--- src/rtl/riscv_pkg.sv ---
// Shared definitions for the RISC-V core front end.
//   XLEN             : datapath width
//   INSN_NOP         : canonical NOP (addi x0,x0,0), the IF/ID reset contents
//   RESET_PC_DEFAULT : default boot PC
//   fetch_state_t    : fetch FSM states
//   word_align()     : clears the byte-offset bits of an address
package riscv_pkg;

    localparam int XLEN = 32;
    localparam logic [XLEN-1:0] INSN_NOP         = 32'h0000_0013;
    localparam logic [XLEN-1:0] RESET_PC_DEFAULT = 32'h0000_0000;

    typedef enum logic [1:0] {
        S_REQ   = 2'd0,  // ready to issue a request
        S_WAIT  = 2'd1,  // request accepted, response pending
        S_FLUSH = 2'd2   // response pending but belongs to a squashed path
    } fetch_state_t;

    function automatic logic [XLEN-1:0] word_align(input logic [XLEN-1:0] a);
        return {a[XLEN-1:2], 2'b00};
    endfunction

endpackage

--- src/rtl/if_skid_buffer.sv ---
// One-entry {instruction, pc} holding register placed behind the IF/ID register.
// Absorbs the single outstanding fetch response when decode is stalled.
// Ports:
//   clk, rst_n          : clock, async active-low reset
//   load_i              : capture instr_i/pc_i (caller guarantees entry is empty)
//   drain_i             : entry has been moved into IF/ID, mark empty
//   clear_i             : squash the entry (redirect); wins over load/drain
//   instr_i, pc_i       : word and its PC to capture
//   full_o              : entry holds valid data
//   instr_o, pc_o       : stored word and PC
module if_skid_buffer
    import riscv_pkg::*;
(
    input  logic            clk,
    input  logic            rst_n,
    input  logic            load_i,
    input  logic            drain_i,
    input  logic            clear_i,
    input  logic [XLEN-1:0] instr_i,
    input  logic [XLEN-1:0] pc_i,
    output logic            full_o,
    output logic [XLEN-1:0] instr_o,
    output logic [XLEN-1:0] pc_o
);

    logic            full_q,  full_d;
    logic [XLEN-1:0] instr_q, instr_d;
    logic [XLEN-1:0] pc_q,    pc_d;

    always_comb begin
        full_d  = full_q;
        instr_d = instr_q;
        pc_d    = pc_q;
        if (clear_i) begin
            full_d = 1'b0;
        end else if (load_i) begin
            full_d  = 1'b1;
            instr_d = instr_i;
            pc_d    = pc_i;
        end else if (drain_i) begin
            full_d = 1'b0;
        end
    end

    always_ff @(posedge clk or negedge rst_n) begin
        if (!rst_n) begin
            full_q  <= 1'b0;
            instr_q <= INSN_NOP;
            pc_q    <= '0;
        end else begin
            full_q  <= full_d;
            instr_q <= instr_d;
            pc_q    <= pc_d;
        end
    end

    assign full_o  = full_q;
    assign instr_o = instr_q;
    assign pc_o    = pc_q;

endmodule

--- src/rtl/instruction_fetch.sv ---
// Instruction fetch stage: owns the PC, issues one word request at a time to
// instruction memory, and presents fetched words to decode through a stallable
// IF/ID register backed by a one-entry skid buffer. Redirects squash wrong-path
// fetches, including a response still in flight.
// Ports:
//   clk, rst_n                      : clock, async active-low reset
//   imem_req_valid/ready, imem_addr : request channel (addr is word aligned)
//   imem_rsp_valid, imem_rsp_data   : response, must be taken on arrival
//   redirect_valid, redirect_pc     : taken branch / jump target
//   stall                           : decode cannot accept this cycle
//   if_valid, if_instruction, if_pc : IF/ID register contents
module instruction_fetch
    import riscv_pkg::*;
#(
    parameter logic [XLEN-1:0] RESET_PC = RESET_PC_DEFAULT
) (
    input  logic            clk,
    input  logic            rst_n,
    output logic            imem_req_valid,
    input  logic            imem_req_ready,
    output logic [XLEN-1:0] imem_addr,
    input  logic            imem_rsp_valid,
    input  logic [XLEN-1:0] imem_rsp_data,
    input  logic            redirect_valid,
    input  logic [XLEN-1:0] redirect_pc,
    input  logic            stall,
    output logic            if_valid,
    output logic [XLEN-1:0] if_instruction,
    output logic [XLEN-1:0] if_pc
);

    fetch_state_t    state_q, state_d;
    logic [XLEN-1:0] pc_q, pc_d;
    logic [XLEN-1:0] inflight_pc_q, inflight_pc_d;
    logic            if_valid_q, if_valid_d;
    logic [XLEN-1:0] if_instr_q, if_instr_d;
    logic [XLEN-1:0] if_pc_q, if_pc_d;

    logic            skid_full;
    logic [XLEN-1:0] skid_instr, skid_pc;
    logic            skid_load, skid_drain, skid_clear;

    logic            req_hs;
    logic            rsp_take;

    // Requests are held off while the skid is occupied so that a response can
    // always be absorbed somewhere without a ready signal on the return path.
    assign imem_req_valid = (state_q == S_REQ) && !skid_full;
    assign imem_addr      = word_align(pc_q);
    assign req_hs         = imem_req_valid && imem_req_ready;
    // A response is only delivered to decode if it is on the current path.
    assign rsp_take       = (state_q == S_WAIT) && imem_rsp_valid && !redirect_valid;

    always_comb begin
        state_d       = state_q;
        pc_d          = pc_q;
        inflight_pc_d = inflight_pc_q;
        if_valid_d    = if_valid_q;
        if_instr_d    = if_instr_q;
        if_pc_d       = if_pc_q;
        skid_load     = 1'b0;
        skid_drain    = 1'b0;
        skid_clear    = 1'b0;

        case (state_q)
            S_REQ: begin
                if (req_hs) begin
                    state_d       = S_WAIT;
                    inflight_pc_d = pc_q;
                    pc_d          = pc_q + 32'd4;
                end
            end
            S_WAIT: begin
                if (imem_rsp_valid) state_d = S_REQ;
            end
            S_FLUSH: begin
                if (imem_rsp_valid) state_d = S_REQ;
            end
            default: state_d = S_REQ;
        endcase

        // Decode consumes the IF/ID entry; refill from the skid first so the
        // older word always reaches decode before a newer response.
        if (!stall) begin
            if (skid_full) begin
                if_valid_d = 1'b1;
                if_instr_d = skid_instr;
                if_pc_d    = skid_pc;
                skid_drain = 1'b1;
            end else begin
                if_valid_d = 1'b0;
            end
        end

        // Skid can only be full while no request is outstanding, so a response
        // never coincides with a skid drain.
        if (rsp_take) begin
            if (if_valid_q && stall) begin
                skid_load = 1'b1;
            end else begin
                if_valid_d = 1'b1;
                if_instr_d = imem_rsp_data;
                if_pc_d    = inflight_pc_q;
            end
        end

        if (redirect_valid) begin
            pc_d       = word_align(redirect_pc);
            if_valid_d = 1'b0;
            skid_clear = 1'b1;
            case (state_q)
                // A request accepted this edge went to the old address.
                S_REQ:   state_d = req_hs ? S_FLUSH : S_REQ;
                S_WAIT:  state_d = imem_rsp_valid ? S_REQ : S_FLUSH;
                S_FLUSH: state_d = imem_rsp_valid ? S_REQ : S_FLUSH;
                default: state_d = S_REQ;
            endcase
        end
    end

    always_ff @(posedge clk or negedge rst_n) begin
        if (!rst_n) begin
            state_q       <= S_REQ;
            pc_q          <= RESET_PC;
            inflight_pc_q <= RESET_PC;
            if_valid_q    <= 1'b0;
            if_instr_q    <= INSN_NOP;
            if_pc_q       <= RESET_PC;
        end else begin
            state_q       <= state_d;
            pc_q          <= pc_d;
            inflight_pc_q <= inflight_pc_d;
            if_valid_q    <= if_valid_d;
            if_instr_q    <= if_instr_d;
            if_pc_q       <= if_pc_d;
        end
    end

    if_skid_buffer u_skid (
        .clk     (clk),
        .rst_n   (rst_n),
        .load_i  (skid_load),
        .drain_i (skid_drain),
        .clear_i (skid_clear),
        .instr_i (imem_rsp_data),
        .pc_i    (inflight_pc_q),
        .full_o  (skid_full),
        .instr_o (skid_instr),
        .pc_o    (skid_pc)
    );

    assign if_valid       = if_valid_q;
    assign if_instruction = if_instr_q;
    assign if_pc          = if_pc_q;

endmodule

--- config.mk ---
export PLATFORM = sky130hd
export DESIGN_NAME = instruction_fetch
export DESIGN_NICKNAME = d
export VERILOG_FILES = /design/src/rtl/riscv_pkg.sv /design/src/rtl/if_skid_buffer.sv /design/src/rtl/instruction_fetch.sv
export SDC_FILE = /design/constraint.sdc
export NUM_CORES = 1
export LEC_CHECK = 0
export ABC_AREA = 1
export ABC_CLOCK_PERIOD_IN_PS = 2500
export BUFFER_PORTS_ARGS = -buffer_cell sky130_fd_sc_hd__buf_4
export CORE_ASPECT_RATIO = 1.5
export CORE_MARGIN = 2
export CORE_UTILIZATION = 55
export DETAILED_ROUTE_END_ITERATION = 8
export HOLD_SLACK_MARGIN = 0.15
export PLACE_DENSITY = 0.79
export SYNTH_ARGS = -nofsm -noshare
export SYNTH_HDL_FRONTEND = slang
export SYNTH_SLANG_ARGS = --single-unit
--- constraint.sdc ---
create_clock -name clk -period 2.5 [get_ports clk]
set_input_delay 0.25 -clock clk [delete_from_list [all_inputs] [get_ports clk]]
set_output_delay 0.25 -clock clk [all_outputs]
set_load 0.05 [all_outputs]
==> summary.md, run 1 <==
| Metric | Value |
|---|---|
| Reg2Reg Depth | `9` |
| Register area share after synthesis | `54.8%` |
| DIE HEIGHT | `158 µm` |
| Area Overhead vs Synth | `31.1%` |
| R2r setup slk | `0.37 ns` |
| Hold path depth | `5` |
| FF+latch count, synth | `190` |
| Syn_area_per_cell | `9.01 µm²` |
| Largest net degree at the start of global routing | `72` |
| P_leak | `5.76 nW` |
| Yosys warning total | `0` |
| Worst-Margin Slew | `0.752 ns` |
| Syn Inst Count | `965` |
| TritonCTS buffer count | `17` |
| Core Box Area | `0.0156 mm²` |
| Vias in the first global route | `7,388` |
| Async S/R FF share, synth | `100%` |
| CP max stage delay | `0.56 ns` |
| Die area | `0.0169 mm²` |
| DRT iter0 DRCs | `572` |
| DR vias/cell | `5.28` |
| Antenna Nets Post-Route | `0` |
| Required time worst endpoint | `2.81 ns` |
| Die width | `107 µm` |
| Crit-path cells | `inv_1 > ha_1 > inv_1 > nor2_1 > nand2_2 > nor2_1 > xor2_1 > a21oi_1 > dlygate4sd3_1` |
| Initial antenna violation count | `0` |
| Share of cells above drive strength 1 | `19.4%` |
| CP top delay family | `buffers and inverters` |
| Levels on crit path | `9` |
| GP Congestion | `0.903` |
| H-Tree Depth | `4` |
| Setup Fix Bufs, Post-CTS | `0` |
| Slew Limit Fails | `0` |
| Final nets | `1,254` |
| RSZ-0062 raised after global routing | `false` |
| Diode count | `0` |
| First-pass GRT wire length | `35,300 µm` |
| Post-synthesis cell area | `0.00869 mm²` |
| Worst hold margin | `0.168 ns` |
| Max-slew headroom | `49.9%` |
| Maximum clock frequency | `469 MHz` |
| CP Data Arrival Time | `2.44 ns` |
| Vias | `7,371` |
| Hold path startpoint | `redirect_pc[2]` |
| Clock latency on the worst-skew pair | `0.42 ns` |
| Clock skew | `0.0146 ns` |
| Total track usage | `26.4%` |
| CP endpoint kind | `flip-flop` |
| Most frequent cells in the layout | `233 x nand2_1, 184 x dfrtp_1, 173 x buf_4` |
| Worst Path Max Fanout | `12` |
| Buf/Inv on CP | `3` |
| Status | `finished clean` |
| Post-synth EDFFs | `0` |
| IO Port Bufs | `163` |
| Worst r2r src | `state_q[0]` |
| Reg-to-Reg End | `pc_q[5]` |
| Final period utilization | `85.3%` |
| Clock transition at path regs | `0.08 ns` |
| Clock sinks | `190` |
| Max Cap Viol | `0` |
| First-pass DRT Iterations | `7` |
| Grt total ovfl | `0` |
| I/O pins | `168` |
| Commonest non-fill, non-tap cell in the layout | `nand2_1` |
| Fillers | `1,111` |
| Worst hold-check path type | `primary input to flip-flop` |
| Wirelength, routed | `21,600 µm` |
| Final Hold Vio Count | `0` |
| Final min period | `2.13 ns` |
| CTS tree | `done` |
| Main synth FF type | `dfrtp_1` |
| Clk buf depth | `2` |
| Pwr Density | `1080 mW/mm²` |
| Unique masters post-synth | `32` |
| Number of remaining DRC errors | `0` |
| Setup violators final | `0` |
| Hold EP | `pc_q[2]` |
| CP Class | `flip-flop to flip-flop` |
| Setup TNS | `0 ns` |
| Starting density of the core | `55.9%` |
| Setup crit start kind | `flip-flop` |
| Slowest cell on crit path | `dlygate4sd3_1` |
| Clk Tree Root Cell | `clkbuf_16` |
| Worst VDD drop | `649 µV` |
| Rows | `56` |
| Detailed Place HPWL | `14,000 µm` |
| Avg WL per Cell | `15.5 µm` |
-- cell type report --
cell class / count / area, µm² / share of cell area (%)
clock buffers: 18 / 439 / 3.85
clock inverters: 14 / 169 / 1.48
inverters: 65 / 244 / 2.14
multi-input cells: 663 / 3460 / 30.3
flip-flops and latches: 190 / 4760 / 41.8
well taps: 203 / 254 / 2.23
repair buffers: 243 / 2070 / 18.2
-- through the flow --
step / instances / total power, mW / utilization [%] / cell area [µm²] / setup WS (ns)
after floorplan: 966 / 7.86 / - / 8700 / 0.213
after global placement: 1302 / 9.40 / 65.4 / 10200 / 0.571
after detailed placement: 1302 / 9.52 / 65.4 / 10200 / 0.489
after CTS: 1396 / 12.4 / 73.3 / 11400 / 0.353
after global routing: 1396 / 13.0 / 73.3 / 11400 / 0.119
final: 1396 / 12.3 / 73.3 / 11400 / 0.369
-- how the worst max path moves through the flow --
stage	from	endpoint	slack, ns
finish	state_q[0]	pc_q[5]	0.37
detailed placement	state_q[0]	pc_q[6]	0.49
floorplan	state_q[0]	pc_q[10]	0.21
CTS	state_q[0]	pc_q[5]	0.35
global placement	state_q[0]	pc_q[6]	0.57
global route	state_q[0]	pc_q[5]	0.12
-- Yosys cell counts, types with 6 or more instances --
cell type    n  area [µm²]
inv_1       62         233
mux2_1      57         642
o31ai_1     62         465
nand2_1    233         875
nor2_1     169         634
nand3_1     47         235
dfrtp_1    184        4600
buf_4        7        52.6
dfstp_2      6         158
o21ai_0     58         290
clkbuf_1    16        60.1
buf_2       21         105
-- worst min-delay path, stage by stage --
cell	delay (ns)
buf_4	0.08
nand2_1	0.04
o21ai_0	0.06
nand2_1	0.05
o21ai_0	0.08
-- what timing repair did --
action	CTS	global route
hold buffers	62	0
endpoints found under the hold margin	159	0
resized for setup	0	0
-- power by group --
part | internal, mW | total [mW] | switching, mW
Clock | 1.54 | 2.77 | 1.23
Sequential | 3.92 | 4.58 | 0.652
Combinational | 1.58 | 5.00 | 3.42
Total | 7.05 | 12.3 | 5.30
-- cells by family (layout without fill, tap and decap cells) --
| group | count (synthesis) | count (layout) | share of synthesized area [%] |
|---|---|---|---|
| compound gates | 132 | 132 | 9.63 |
| flops | 190 | 190 | 54.8 |
| buf+inv | 113 | 340 | 5.48 |
| mux | 61 | 61 | 7.90 |
| simple gates | 458 | 458 | 21.0 |
| xor+xnor | 6 | 6 | 0.604 |
| fa+ha+maj | 4 | 4 | 0.576 |
| other cells | 1 | 2 | 0.0431 |
-- registers in the layout (all words and copies together) (netlist names), 2 cells and up --
register and cells:
if_instruction 32, if_pc 32, inflight_pc_q 30, pc_q 30, state_q 2, u_skid.instr_o 32
u_skid.pc_o 30
-- metal layers --
metal	part of all wire [%]	global-route usage, %
met5	0	0
met4	3.1	11.8
met3	3.5	3.75
met2	51	45.6
met1	42	32.9
Note: power is estimated with default switching activity, not from simulation.
==> inputs of run 2 (changes only) <==
- ABC_CLOCK_PERIOD_IN_PS: 2500 -> 2100
- clock period: 2.5 -> 2.1 ns (I/O delays scaled with it)
==> summary.md, run 2 (synthesis gave the netlist of run 1 again) <==
| Metric | Value |
|---|---|
| Status | `finished clean` |
| Maximum clock frequency | `545 MHz` |
| Clock sinks | `190` |
| Core Box Area | `0.0156 mm²` |
| Slowest cell on crit path | `dfrtp_1` |
| Setup crit start kind | `flip-flop` |
| DIE HEIGHT | `158 µm` |
| Worst VDD drop | `705 µV` |
| Clock skew | `0.0119 ns` |
| Worst-Margin Slew | `0.530 ns` |
| Final instance area | `0.0115 mm²` |
| Worst Path Max Fanout | `9` |
| Comb pwr share | `40.7%` |
| CTS tree | `done` |
| First-pass GRT wire length | `34,300 µm` |
| IO Port Bufs | `163` |
| DR vias/cell | `5.26` |
| CP max stage delay | `0.39 ns` |
| Most frequent cells in the layout | `233 x nand2_1, 184 x dfrtp_1, 168 x nor2_1, 168 x buf_4, 66 x dlygate4sd3_1` |
| Area post-placement | `0.0102 mm²` |
| CP Data Arrival Time | `2.14 ns` |
| Vias | `7,350` |
| H-Tree Depth | `4` |
| Area Overhead vs Synth | `31.7%` |
| Hold path depth | `3` |
| Max Cap Viol | `0` |
| RSZ-0062 raised after global routing | `false` |
| Final period utilization | `87.4%` |
| Avg WL per Cell | `15.0 µm` |
| Grt total ovfl | `0` |
| Die area | `0.0169 mm²` |
| Crit-path cells | `inv_1 > ha_1 > inv_1 > nor2_2 > nand2_2 > nand2_1 > clkinv_1 > nand2_1 > o211ai_1` |
| Number of remaining DRC errors | `0` |
| Final Hold Vio Count | `0` |
| Max-slew headroom | `64.7%` |
| DRT iter0 DRCs | `497` |
| Clock transition at path regs | `0.07 ns` |
| Starting density of the core | `55.9%` |
| Vias in the first global route | `7,116` |
| Total track usage | `25.6%` |
| Diode count | `0` |
| Commonest non-fill, non-tap cell in the layout | `nand2_1` |
| NetSw | `6.29 mW` |
| First-pass DRT Iterations | `6` |
| Final min period | `1.84 ns` |
| Reg2Reg Depth | `9` |
| Sequential fraction of design power | `37.2%` |
| Detailed Place HPWL | `13,500 µm` |
| CP top delay family | `simple AND/OR/NAND/NOR gates` |
| Setup violators final | `0` |
| Setup TNS | `0 ns` |
| Required time worst endpoint | `2.41 ns` |
| Setup Fix Bufs, Post-CTS | `0` |
| P_leak | `5.78 nW` |
| Largest net degree at the start of global routing | `95` |
| Final nets | `1,256` |
| Rows | `56` |
| CP endpoint kind | `flip-flop` |
| TritonCTS buffer count | `17` |
| CP Class | `flip-flop to flip-flop` |
| Slew Limit Fails | `0` |
| Int Pwr | `8.32 mW` |
| Initial antenna violation count | `0` |
| Antenna Nets Post-Route | `0` |
| Clk Tree Root Cell | `clkbuf_16` |
| GP Congestion | `0.911` |
| Pwr Density | `1280 mW/mm²` |
| Clock latency on the worst-skew pair | `0.43 ns` |
| Buf/Inv on CP | `3` |
| Wirelength, routed | `21,000 µm` |
| Clock group share of total power | `22.0%` |
| I/O pins | `168` |
| Switching Share | `43.1%` |
| Die width | `107 µm` |
| Worst hold-check path type | `primary input to flip-flop` |
| Clk buf depth | `2` |
| Share of cells above drive strength 1 | `19.3%` |
| Levels on crit path | `9` |
| Fillers | `1,134` |
==> run 2: path summary, 6_finish.rpt <==
check                                      to               start  slack [ns]
max in group asynchronous            if_pc[8]               rst_n        1.05
min in group asynchronous   if_instruction[7]               rst_n        0.32
setup reg to reg                      pc_q[6]          state_q[1]        0.26
hold / removal                       if_valid      imem_rsp_valid        0.20
setup / recovery                      pc_q[6]          state_q[1]        0.26
hold reg to reg            u_skid.instr_o[23]  u_skid.instr_o[23]        0.49
==> run 2: power by group through the flow <==
stage               logic (mW)  clock network [mW]  registers, mW
floorplan                 1.63                   0           7.73
global placement          5.75                   0           5.45
detailed placement        5.84                   0           5.48
CTS                       5.98                3.28           5.42
global route              6.36                3.45           5.57
finish                    5.95                3.22           5.44
==> run 2: stage by stage <==
stage / instances / setup WS (ns) / utilization, % / total power, mW / hold WS [ns]
finish: 1398 / 0.265 / 73.6 / 14.6 / 0.200
global route: 1398 / 0.0654 / 73.6 / 15.4 / 0.218
CTS: 1398 / 0.256 / 73.6 / 14.7 / 0.195
detailed placement: 1300 / 0.273 / 65.6 / 11.3 / 0.239
global placement: 1300 / 0.302 / 65.6 / 11.2 / 0.240
floorplan: 966 / 0.116 / - / 9.36 / -0.0856
==> run 2: layout make-up <==
type | count | area (µm²) | area share, %
Clock inverter | 13 | 144 | 1.26
Inverter | 65 | 244 | 2.13
Sequential cell | 190 | 4760 | 41.6
Multi-Input combinational cell | 663 | 3460 | 30.2
Timing Repair Buffer | 245 | 2140 | 18.6
Tap cell | 203 | 254 | 2.22
Clock buffer | 19 | 453 | 3.95
==> run 2: routing by layer <==
layer | up-vias | global-route usage (%) | share of wire [%]
met5 | - | 0 | 0
met3 | 46 | 3.46 | 4.0
met4 | 0 | 11.1 | 3.3
met2 | 218 | 43.3 | 51
li1 | 3583 | - | -
met1 | 3503 | 33.1 | 42
==> run 2: worst register-to-register path: cells and delay by family, from the launching register on <==
kind                     cells  cell delay, ns
AO/OA/AOI/OAI                1            0.09
AND/OR/NAND/NOR              4            0.57
flip-flops                   1            0.39
buffers and inverters        3            0.48
adder cells (fa/ha/maj)      1            0.18
==> run 2: what timing repair did <==
item	4_1_cts	5_1_grt
hold buffers	66	0
gates resized for setup	0	0
hold endpoints to repair	155	0
==> inputs of run 3 (changes only) <==
- CORE_UTILIZATION: 55 -> 35
- PLACE_DENSITY: 0.79 -> not set
==> summary.md, run 3 (synthesis gave the netlist of run 1 again) <==
| Metric | Value |
|---|---|
| Fillers | `2,323` |
| P_leak | `5.80 nW` |
| Starting density of the core | `35.6%` |
| Avg WL per Cell | `14.8 µm` |
| Status | `finished clean` |
| IO Port Bufs | `163` |
| Number of remaining DRC errors | `0` |
| DIE HEIGHT | `197 µm` |
| Initial antenna violation count | `0` |
| Vias | `7,263` |
| H-Tree Depth | `4` |
| Final instance area | `0.0117 mm²` |
| Final Hold Vio Count | `0` |
| Worst Path Max Fanout | `18` |
| Die area | `0.0261 mm²` |
| Setup crit start kind | `primary input` |
| Antenna Nets Post-Route | `0` |
| TritonCTS buffer count | `17` |
| First-pass DRT Iterations | `6` |
| Max Cap Viol | `0` |
| Pwr Density | `1250 mW/mm²` |
| Grt total ovfl | `0` |
| DRT iter0 DRCs | `368` |
| CP endpoint kind | `flip-flop` |
| Max layer used | `met4` |
| Worst hold-check path type | `primary input to flip-flop` |
| RSZ-0062 raised after global routing | `false` |
| Rows | `70` |
| Clock transition at path regs | `0.07 ns` |
| Area post-placement | `0.0104 mm²` |
| GP Congestion | `0.872` |
| CP Class | `primary input to flip-flop` |
| Final min period | `1.99 ns` |
| Final nets | `1,265` |
| Setup violators final | `0` |
| Clock skew | `0.00641 ns` |
| Worst-Margin Slew | `0.536 ns` |
| Worst VDD drop | `665 µV` |
| FF/Latch Area | `0.00476 mm²` |
| First-pass GRT wire length | `36,900 µm` |
| Diode count | `0` |
| Clk buf depth | `2` |
| Setup TNS | `0 ns` |
| DR WL met3 | `622 µm` |
| Metal2 WL | `11,500 µm` |
| Max-slew headroom | `64.3%` |
| Worst hold margin | `0.215 ns` |
| Largest net degree at the start of global routing | `71` |
| Required time worst endpoint | `2.41 ns` |
| Detailed Place HPWL | `15,900 µm` |
| Vias in the first global route | `7,370` |
| CTS tree | `done` |
| Wirelength, routed | `22,600 µm` |
| Maximum clock frequency | `501 MHz` |
| DR vias/cell | `4.75` |
| Die width | `133 µm` |
| Core Box Area | `0.0244 mm²` |
| Most frequent cells in the layout | `233 x nand2_1, 184 x dfrtp_1, 175 x buf_4` |
| Clock sinks | `190` |
| Clock latency on the worst-skew pair | `0.43 ns` |
| Total track usage | `17.8%` |
| Multi-input logic area | `0.00347 mm²` |
| Share of cells above drive strength 1 | `20.0%` |
| CP Data Arrival Time | `2.31 ns` |
| I/O pins | `168` |
| Clk Tree Root Cell | `clkbuf_16` |
| Met1 wire length | `9760 µm` |
| Final period utilization | `95.0%` |
| Area Overhead vs Synth | `34.1%` |
| Commonest non-fill, non-tap cell in the layout | `nand2_1` |
| Slew Limit Fails | `0` |
-- run 3: timing repair --
action / CTS / global route
buffers inserted: 0 / 2
hold buffers: 68 / 0
endpoints found under the setup margin: 0 / 4
endpoints found under the hold margin: 154 / 0
resized for setup: 0 / 4
-- run 3: worst paths after layout --
check / to / slack, ns / cells past startpoint / startpoint
worst min-delay path: state_q[0] / 0.21 / 5 / imem_rsp_valid
worst min register to register: u_skid.instr_o[8] / 0.49 / 1 / u_skid.instr_o[8]
max in group asynchronous: if_instruction[4] / 1.07 / 3 / rst_n
worst max-delay path: if_instruction[29] / 0.11 / 8 / stall
worst max register to register: if_instruction[29] / 0.12 / 8 / state_q[1]
min in group asynchronous: pc_q[3] / 0.32 / 2 / rst_n
-- run 3: worst max-delay path, cell delays in order --
cell,delay (ns)
dlygate4sd3_1,0.54
buf_4,0.15
nor2_4,0.26
inv_2,0.18
buf_6,0.20
nor2_1,0.11
o31ai_1,0.07
dlygate4sd3_1,0.57
-- run 3: layout make-up --
class                      instances  area share (%)
multi-input combinational        663            29.8
sequential                       190            40.8
timing repair buffer             254            18.9
clock inverter                    14            1.22
clock buffer                      18            3.77
inverter                          65            2.09
tap                              324            3.48
-- run 3: per-layer routing --
layer	track usage, %	vias to the layer above
met4	7.57	0
li1	-	3603
met2	31.6	143
met3	3.05	35
met1	21.3	3482
met5	0	-
-- run 3: through the flow --
step	cells	util (%)	setup slack [ns]	power [mW]
detailed placement	1426	42.5	0.172	11.4
CTS	1526	47.6	0.0609	14.8
global placement	1426	42.5	0.219	11.3
floorplan	966	-	0.116	9.36
global route	1528	47.7	0.0176	15.5
finish	1528	47.7	0.105	14.6
-- run 3: power breakdown --
part	internal (mW)	switching (mW)	total, mW
sequential	4.67	0.762	5.43
clock	1.71	1.51	3.22
combinational	1.90	4.08	5.98
